File: src/rtl/booth_mult_param.sv
// Iterative Booth multiplier with radix 4 or 8 recoding and a start/done handshake.
// Per-operation signed or unsigned operands; product is held until the next accepted start.
module booth_mult_param #(
  parameter int unsigned WIDTH = 15,
  parameter int unsigned RADIX = 8
) (
  input  logic                 clk,
  input  logic                 rst,
  input  logic                 start,
  input  logic                 sgn,
  input  logic [WIDTH-1:0]     dataM,
  input  logic [WIDTH-1:0]     dataQ,
  output logic                 busy,
  output logic                 done,
  output logic [2*WIDTH-1:0]   product
);

  localparam int unsigned K    = (RADIX == 8) ? 3 : 2;
  localparam int unsigned QW   = ((WIDTH + 1 + K - 1) / K) * K;
  localparam int unsigned ITER = QW / K;
  localparam int unsigned AW   = WIDTH + K + 1;
  localparam int unsigned CW   = $clog2(ITER + 1);
  localparam int unsigned SW   = AW + QW + 1;

  if (RADIX != 4 && RADIX != 8) begin : g_bad_radix
    $error("booth_mult_param: RADIX must be 4 or 8");
  end
  if (WIDTH < 4) begin : g_bad_width
    $error("booth_mult_param: WIDTH must be at least 4");
  end

  typedef enum logic [1:0] {IDLE, PREP, CALC, FIN} state_t;

  state_t         state;
  logic [AW-1:0]  a;
  logic [AW-1:0]  m;
  logic [AW-1:0]  m3;
  logic [QW-1:0]  q;
  logic           qm1;
  logic [CW-1:0]  cnt;

  logic [AW-1:0]  m_ext;
  logic [QW-1:0]  q_ext;
  logic [3:0]     dig;
  logic           neg;
  logic [2:0]     mag;
  logic [AW-1:0]  mult;
  logic [AW-1:0]  addend;
  logic [AW-1:0]  a_sum;
  logic signed [SW-1:0] cat;
  logic signed [SW-1:0] sh;

  // Operand extension happens at accept time, so sgn needs no register of its own
  assign m_ext = {{(AW - WIDTH){sgn & dataM[WIDTH-1]}}, dataM};
  assign q_ext = {{(QW - WIDTH){sgn & dataQ[WIDTH-1]}}, dataQ};

  // One Booth step: recode digit, add the selected multiple, arithmetic shift by K
  always_comb begin
    dig = 4'(q[K-2:0]) + 4'(qm1) - 4'(4'(q[K-1]) << (K - 1));
    neg = dig[3];
    mag = 3'(neg ? 4'(-dig) : dig);
    case (mag)
      3'd0:    mult = '0;
      3'd1:    mult = m;
      3'd2:    mult = m << 1;
      3'd3:    mult = m3;
      3'd4:    mult = m << 2;
      default: mult = '0;
    endcase
    addend = neg ? AW'(-mult) : mult;
    a_sum  = a + addend;
    cat    = {a_sum, q, qm1};
    sh     = cat >>> K;
  end

  always_ff @(posedge clk) begin
    if (rst) begin
      state   <= IDLE;
      busy    <= 1'b0;
      done    <= 1'b0;
      product <= '0;
      a       <= '0;
      m       <= '0;
      m3      <= '0;
      q       <= '0;
      qm1     <= 1'b0;
      cnt     <= '0;
    end else begin
      done <= 1'b0;
      case (state)
        IDLE: begin
          if (start) begin
            m     <= m_ext;
            q     <= q_ext;
            a     <= '0;
            qm1   <= 1'b0;
            cnt   <= '0;
            busy  <= 1'b1;
            state <= PREP;
          end
        end
        PREP: begin
          m3    <= m + (m << 1);
          state <= CALC;
        end
        CALC: begin
          a   <= sh[SW-1 -: AW];
          q   <= sh[QW:1];
          qm1 <= sh[0];
          if (cnt == CW'(ITER - 1)) begin
            busy    <= 1'b0;
            done    <= 1'b1;
            product <= sh[2*WIDTH:1];
            state   <= FIN;
          end else begin
            cnt <= cnt + CW'(1);
          end
        end
        FIN:     state <= IDLE;
        default: state <= IDLE;
      endcase
    end
  end

endmodule

File: config.mk
export PLATFORM = sky130hd
export DESIGN_NAME = booth_mult_param
export DESIGN_NICKNAME = d
export VERILOG_FILES = /design/src/rtl/booth_mult_param.sv
export SDC_FILE = /design/constraint.sdc
export NUM_CORES = 1
export LEC_CHECK = 0
export CORE_ASPECT_RATIO = 0.7
export CORE_UTILIZATION = 38
export DETAILED_ROUTE_END_ITERATION = 16
export DONT_BUFFER_PORTS = 1
export GPL_TIMING_DRIVEN = 0
export SLEW_MARGIN = 10
export SYNTH_ARGS = -nofsm -noshare
export SYNTH_HDL_FRONTEND = slang
export SYNTH_SLANG_ARGS = --single-unit
File: constraint.sdc
create_clock -name clk -period 7.3 [get_ports clk]
set_input_delay 1.46 -clock clk [delete_from_list [all_inputs] [get_ports clk]]
set_output_delay 1.46 -clock clk [all_outputs]
set_load 0.05 [all_outputs]
* Word-level counts from Yosys, hierarchy flattened
Index checks and enable logic that the tools add are counted.
Word-level totals: output and inout port bits 32, logic and storage cells 59, bits of input ports 34, register bits after elaboration 110
Cells by class: add/subtract/negate cells 7, bitwise logic cells 3, reductions and logical operators 9, multiplexer cells 19, equality and inequality tests 11
Operator list (number):
- 19-bit one-hot mux with 4 select lines | 1
- 19-bit 2-to-1 mux | 2
- 19-bit one-hot mux with 2 select lines | 1
- 18-bit one-hot mux with 2 select lines | 1
- 19-bit adder | 1
- 19-bit negator | 1
- 16-bit by 17-bit adder with 18-bit output | 1
- 18-bit 2-to-1 mux | 1
- 3-bit 2-to-1 mux | 3
- 2-bit one-hot mux with 4 select lines | 1
- 2-bit AND reduction | 4
- 3-bit by 2-bit equality test with 1-bit output, second input constant | 2
- 3-bit equality test, second input constant | 2
- 2-bit != test, second input constant | 3
- 3-bit one-hot mux with 2 select lines | 1
- 3-bit AND reduction | 2
- 2-bit equality test, second input constant | 2
- 1-bit 2-to-1 mux | 4
- 2-bit 2-to-1 mux | 2
- 1-bit one-hot mux with 2 select lines | 2
- 3-bit by 3-bit subtractor with 4-bit output | 1
- 2-bit by 1-bit adder with 3-bit output | 1
- 3-bit by 1-bit adder with 3-bit output, second input constant | 1
- 3-bit by 1-bit equality test with 1-bit output, second input constant | 1
- other kinds (7) | 8

* Logic depth before layout (Yosys ltp)
word-level depth 10, gate-level depth with buffers 27, mapped depth without buffers 26

* Worst setup path after synthesis
No wires, ideal clock.
kind flip-flop to flip-flop, from register q[0], to register a[17], stages on the path, launching flop included 27, period minus slack after synthesis 5.091 ns, setup slack 2.209 ns, setup time 0.117 ns, arrival time 4.974 ns, buffers on the path 2, cells stage by stage dfxtp_1 -> ha_1 -> inv_1 -> ha_1 -> clkbuf_1 -> clkbuf_1 -> nand3_1 -> nand2_1 -> a22o_1 -> a22o_1 -> inv_1 -> ha_1 -> inv_1 -> a2111oi_0 -> nand4_1 -> nand2_1 -> xor2_1 -> ha_1 -> or3_1 -> o211a_1 -> o21a_1 -> o21ai_0 -> a21oi_1 -> a211oi_1 -> a21oi_1 -> xnor2_1 -> a22o_1
Between the ends: word-level cells in the longest chain between the ends 10, elaborated cells between the ends (all ways) 13, classes of those cells add/sub: 5; eq/ne: 4; mux: 4
Ends and longest elaborated chain:
- start: declaration | line 38 | logic [QW-1:0] q;
- start signal: assignment | line 94 | q <= q_ext;
- start signal: assignment | line 108 | q <= sh[QW:1];
- 2-bit by 1-bit adder with 3-bit output * | line 59 | dig = 4'(q[K-2:0]) + 4'(qm1) - 4'(4'(q[K-1]) << (K - 1));
- 3-bit by 3-bit subtractor with 4-bit output * | line 59
- 3-bit negator | line 61 | mag = 3'(neg ? 4'(-dig) : dig);
- 3-bit 2-to-1 mux | line 61
- 3-bit equality test (tied with other cells) | line 62 | case (mag)
- 19-bit one-hot mux with 4 select lines | line 62
- 19-bit negator | line 70 | addend = neg ? AW'(-mult) : mult;
- 19-bit 2-to-1 mux * | line 70
- 19-bit adder * | line 71 | a_sum = a + addend;
- 19-bit one-hot mux with 2 select lines * | line 90 | case (state)
- end signal: assignment | line 107 | a <= sh[SW-1 -: AW];
- end: declaration | line 35 | logic [AW-1:0] a;
Mark *: on every way between the ends. The rest lies on a longest branch, timed or not. A chain may end at the register's enable or synchronous reset.

* Worst setup path after layout
Ends and elaborated chain as after synthesis.

==> out/results.tsv <==
stage	metric	value	unit
floorplanning	row count	39	
clock_tree	postcts setup bufs	0	
global_routing	global-route wire length before repair	29300	um
setup_path	R2R Path Start	q[0]	
floorplanning	die height	112	um
synthesis	FF+latch count, synth	106	
synthesis	Cell Area, Synth	0.00660	mm2
layout	final antenna diode count	0	
synthesis	top cell type's share of synthesized area	32.1	%
synthesis	cell taking the most area after synthesis	dfxtp_1	
detailed_routing	initial DRC count	422	
global_routing	GRT Total Usage	20.6	%
detailed_routing	DR vias	5904	
clock_tree	post-cts gate resize count	0	
synthesis	Synth Warn #	0	
detailed_routing	Routed WL	18100	um
power_and_ir_drop	Worst VDD drop	0.176	mV
clock_tree	Clk Latency, worst-skew pair	360	ps
sta	Slew @ Worst Pin	1190	ps
clock_tree	CTS Buffer Depth	2	
clock_tree	clk sinks	106	
detailed_routing	routed len/inst	16.9	um
floorplanning	Ports	66	
clock_tree	clock slew at reported path FFs	70	ps
layout	share of post-route cells with drive strength above 1	3.53	%
layout	area delta synth->final	8.58	%
synthesis	Distinct cells, synth	65	
setup_path	CP Capture Type	register	
sta	setup tns final	0	ps
place	Detailed Place HPWL	14000	um
synthesis	fraction of registers with async set/reset	0	%
global_routing	antenna violations before repair	0	
setup_path	critical path fanouts, max	10	
synthesis	syn_nets	914	
sta	period utilization	85.1	%
layout	finished layout cell area	0.00717	mm2
synthesis	largest cells by area after synthesis	dfxtp_1, ha_1, nand2_1	
clock_tree	TritonCTS buffer count	9	
setup_path	WP data required	7540	ps
place	pre-CTS setup slack	1140	ps
setup_path	R2R setup slack	1090	ps
layout	Layout Nets	925	
detailed_routing	Pre-antenna DRT Iters	5	
setup_path	crit path DAT	6450	ps
power_and_ir_drop	Power per Cell Area	456	mW/mm2
setup_path	critical path's largest stage delay	610	ps
floorplanning	Initial Utilization	39.7	%
sta	fmax	0.161	GHz
floorplanning	core area	0.0166	mm2
place	Port Buf Inserts	0	
setup_path	Setup crit start	q[0]	
clock_tree	CTS root buffer	clkbuf_16	
synthesis	most frequent cells after synthesis	nand2_1, dfxtp_1, nor2_1	
hold_path	classification of the worst-slack hold path	register to register	
floorplanning	Die Area	0.0179	mm2
sta	unrepaired setup endpoints after global routing	no	
setup_path	worst-path cell chain	ha_1 -> inv_1 -> ha_1 -> clkbuf_1 -> clkbuf_1 -> mux2i_1 -> o2bb2ai_1 -> a211oi_1 -> nand3_1 -> nor4_1 -> a21oi_1 -> xnor2_1 -> ha_1 -> or3_1 -> o211a_1 -> o21a_1 -> o21ai_0 -> a21oi_1 -> a211oi_1 -> a21oi_1 -> xnor2_1 -> a22o_1	
setup_path	slowest stage cell on the critical path	nor4_1	
sta	Final setup viols	0	
sta	worst setup margin	1090	ps
power_and_ir_drop	leakage power	2.75	nW
flow_run	maxcap violations	0	
floorplanning	chip width	160	um
synthesis	Synth Flop Type	dfxtp_1	
detailed_routing	DRC	0	
place	GPL Wtd Cong	0.948	
setup_path	Reg2Reg Depth	22	
place	Post-Place Cell Area	0.00688	mm2
detailed_routing	ANT nets after route	0	
clock_tree	post-cts hold buffer count	0	
global_routing	number of global-route vias before repair	5308	
outcome	outcome	finished, final reports clean	
hold_path	Hold Crit Start	a[8]	
sta	Hold Fails Final Rpt	0	
sta	final critical-path required period	6210	ps
clock_tree	TritonCTS clock tree	built	
sta	Slew headroom	19.9	%
hold_path	Hold Path Depth	2	
synthesis	top-count cell post-synth	nand2_1	
setup_path	CP Launch Type	register	
synthesis	Syn Area/Cell	7.92	um2
global_routing	maximum number of pins on one net before global-route repair	19	
sta	Max Slew Vio Count	0	
synthesis	EDFF count, synth	0	
synthesis	Seq/Total Area, Yosys	32.1	%
setup_path	crit path kind	register to register	
detailed_routing	vias per inst	5.49	
global_routing	remaining global-route overflow	0	
sta	Setup Skew	13.9	ps
clock_tree	CTS H-tree depth	3	
synthesis	Mapped Cells	834	
## worst max-delay path: cells and delay by family (launching register included)
kind,cells,cell delay [ps]
adders and majority gates,3,880
muxes,1,250
buffers and inverters,3,870
xor gates and xnor gates,2,330
DFF,1,370
and+or+nand+nor,3,1120
AOI/OAI and AO/OA,10,2290
## metrics by stage
step / hold WS (ps) / utilization [%] / power, mW / cells
floorplan: 432 / - / 2.30 / 834
global placement: 449 / 41.4 / 2.76 / 1059
detailed placement: 452 / 41.4 / 2.76 / 1059
CTS: 468 / 43.1 / 3.25 / 1075
global route: 490 / 43.1 / 3.53 / 1075
finish: 471 / 43.1 / 3.27 / 1075
## kinds of logic after synthesis
kind of cell             after synthesis  share of synthesized area [%]
flip-flops                           106                           32.1
buffers and inverters                 70                           4.24
AO/OA/AOI/OAI                        217                           22.1
multiplexers                          36                           5.46
adder cells (fa/ha/maj)               46                           8.94
XOR/XNOR                              46                           6.10
AND/OR/NAND/NOR                      313                           21.1
## cell usage in the layout, fill, tap and decap left out, types with 3 or more instances in the layout
master	instances
a21boi_0	5
a21o_1	4
nor2_1	94
o2bb2ai_1	5
nand2b_1	9
and3_1	6
o21a_1	3
a22o_1	4
nand3_1	26
mux2i_1	36
nand2_1	127
clkbuf_16	9
a311o_1	3
nor2b_1	7
nor3_1	15
o21ai_0	19
nor4_1	5
a21oi_1	82
dfxtp_1	106
a211o_1	4
o21ai_1	5
or2_2	4
and2_1	5
ha_1	44
or3_1	6
a31oi_1	4
xnor2_1	33
inv_1	24
clkbuf_1	42
a22oi_1	19
xor2_1	13
a211oi_1	25
a2111oi_0	4
## worst paths after layout
path	to
setup reg to reg	a[17]
hold reg to reg	a[8]
hold / removal	a[8]
setup / recovery	a[17]
## report_power, final
part | total, mW | switching [mW] | internal [mW]
registers | 0.815 | 0.131 | 0.684
clock network | 0.482 | 0.235 | 0.247
logic | 1.97 | 1.24 | 0.734
## area by class of cell
class                   count  area (um2)
plain buffers              46         190
clock buffers              11         243
clock inverters             5        42.5
fillers                  1708        9470
inverters                  24        90.1
multi-input cells         658        4200
flip-flops and latches    106        2120
well taps                 225         282
## routing by layer
metal	vias to the layer above	GRT usage [%]	share of wire (%)	wire length, um
met4	0	4.55	1.1	197
met3	14	4.88	7.9	1430
met1	2708	33.2	54	9870
met2	188	26.5	37	6630
met5	-	0	0	0
li1	2994	-	-	-
## registers in the layout, indices dropped and copies added (netlist names)
signal / count
product: 30
m3: 18
q: 18
a: 16
m: 16
cnt: 3
state: 2
busy: 1
done: 1
qm1: 1
Power figures use the tool's default switching activity.
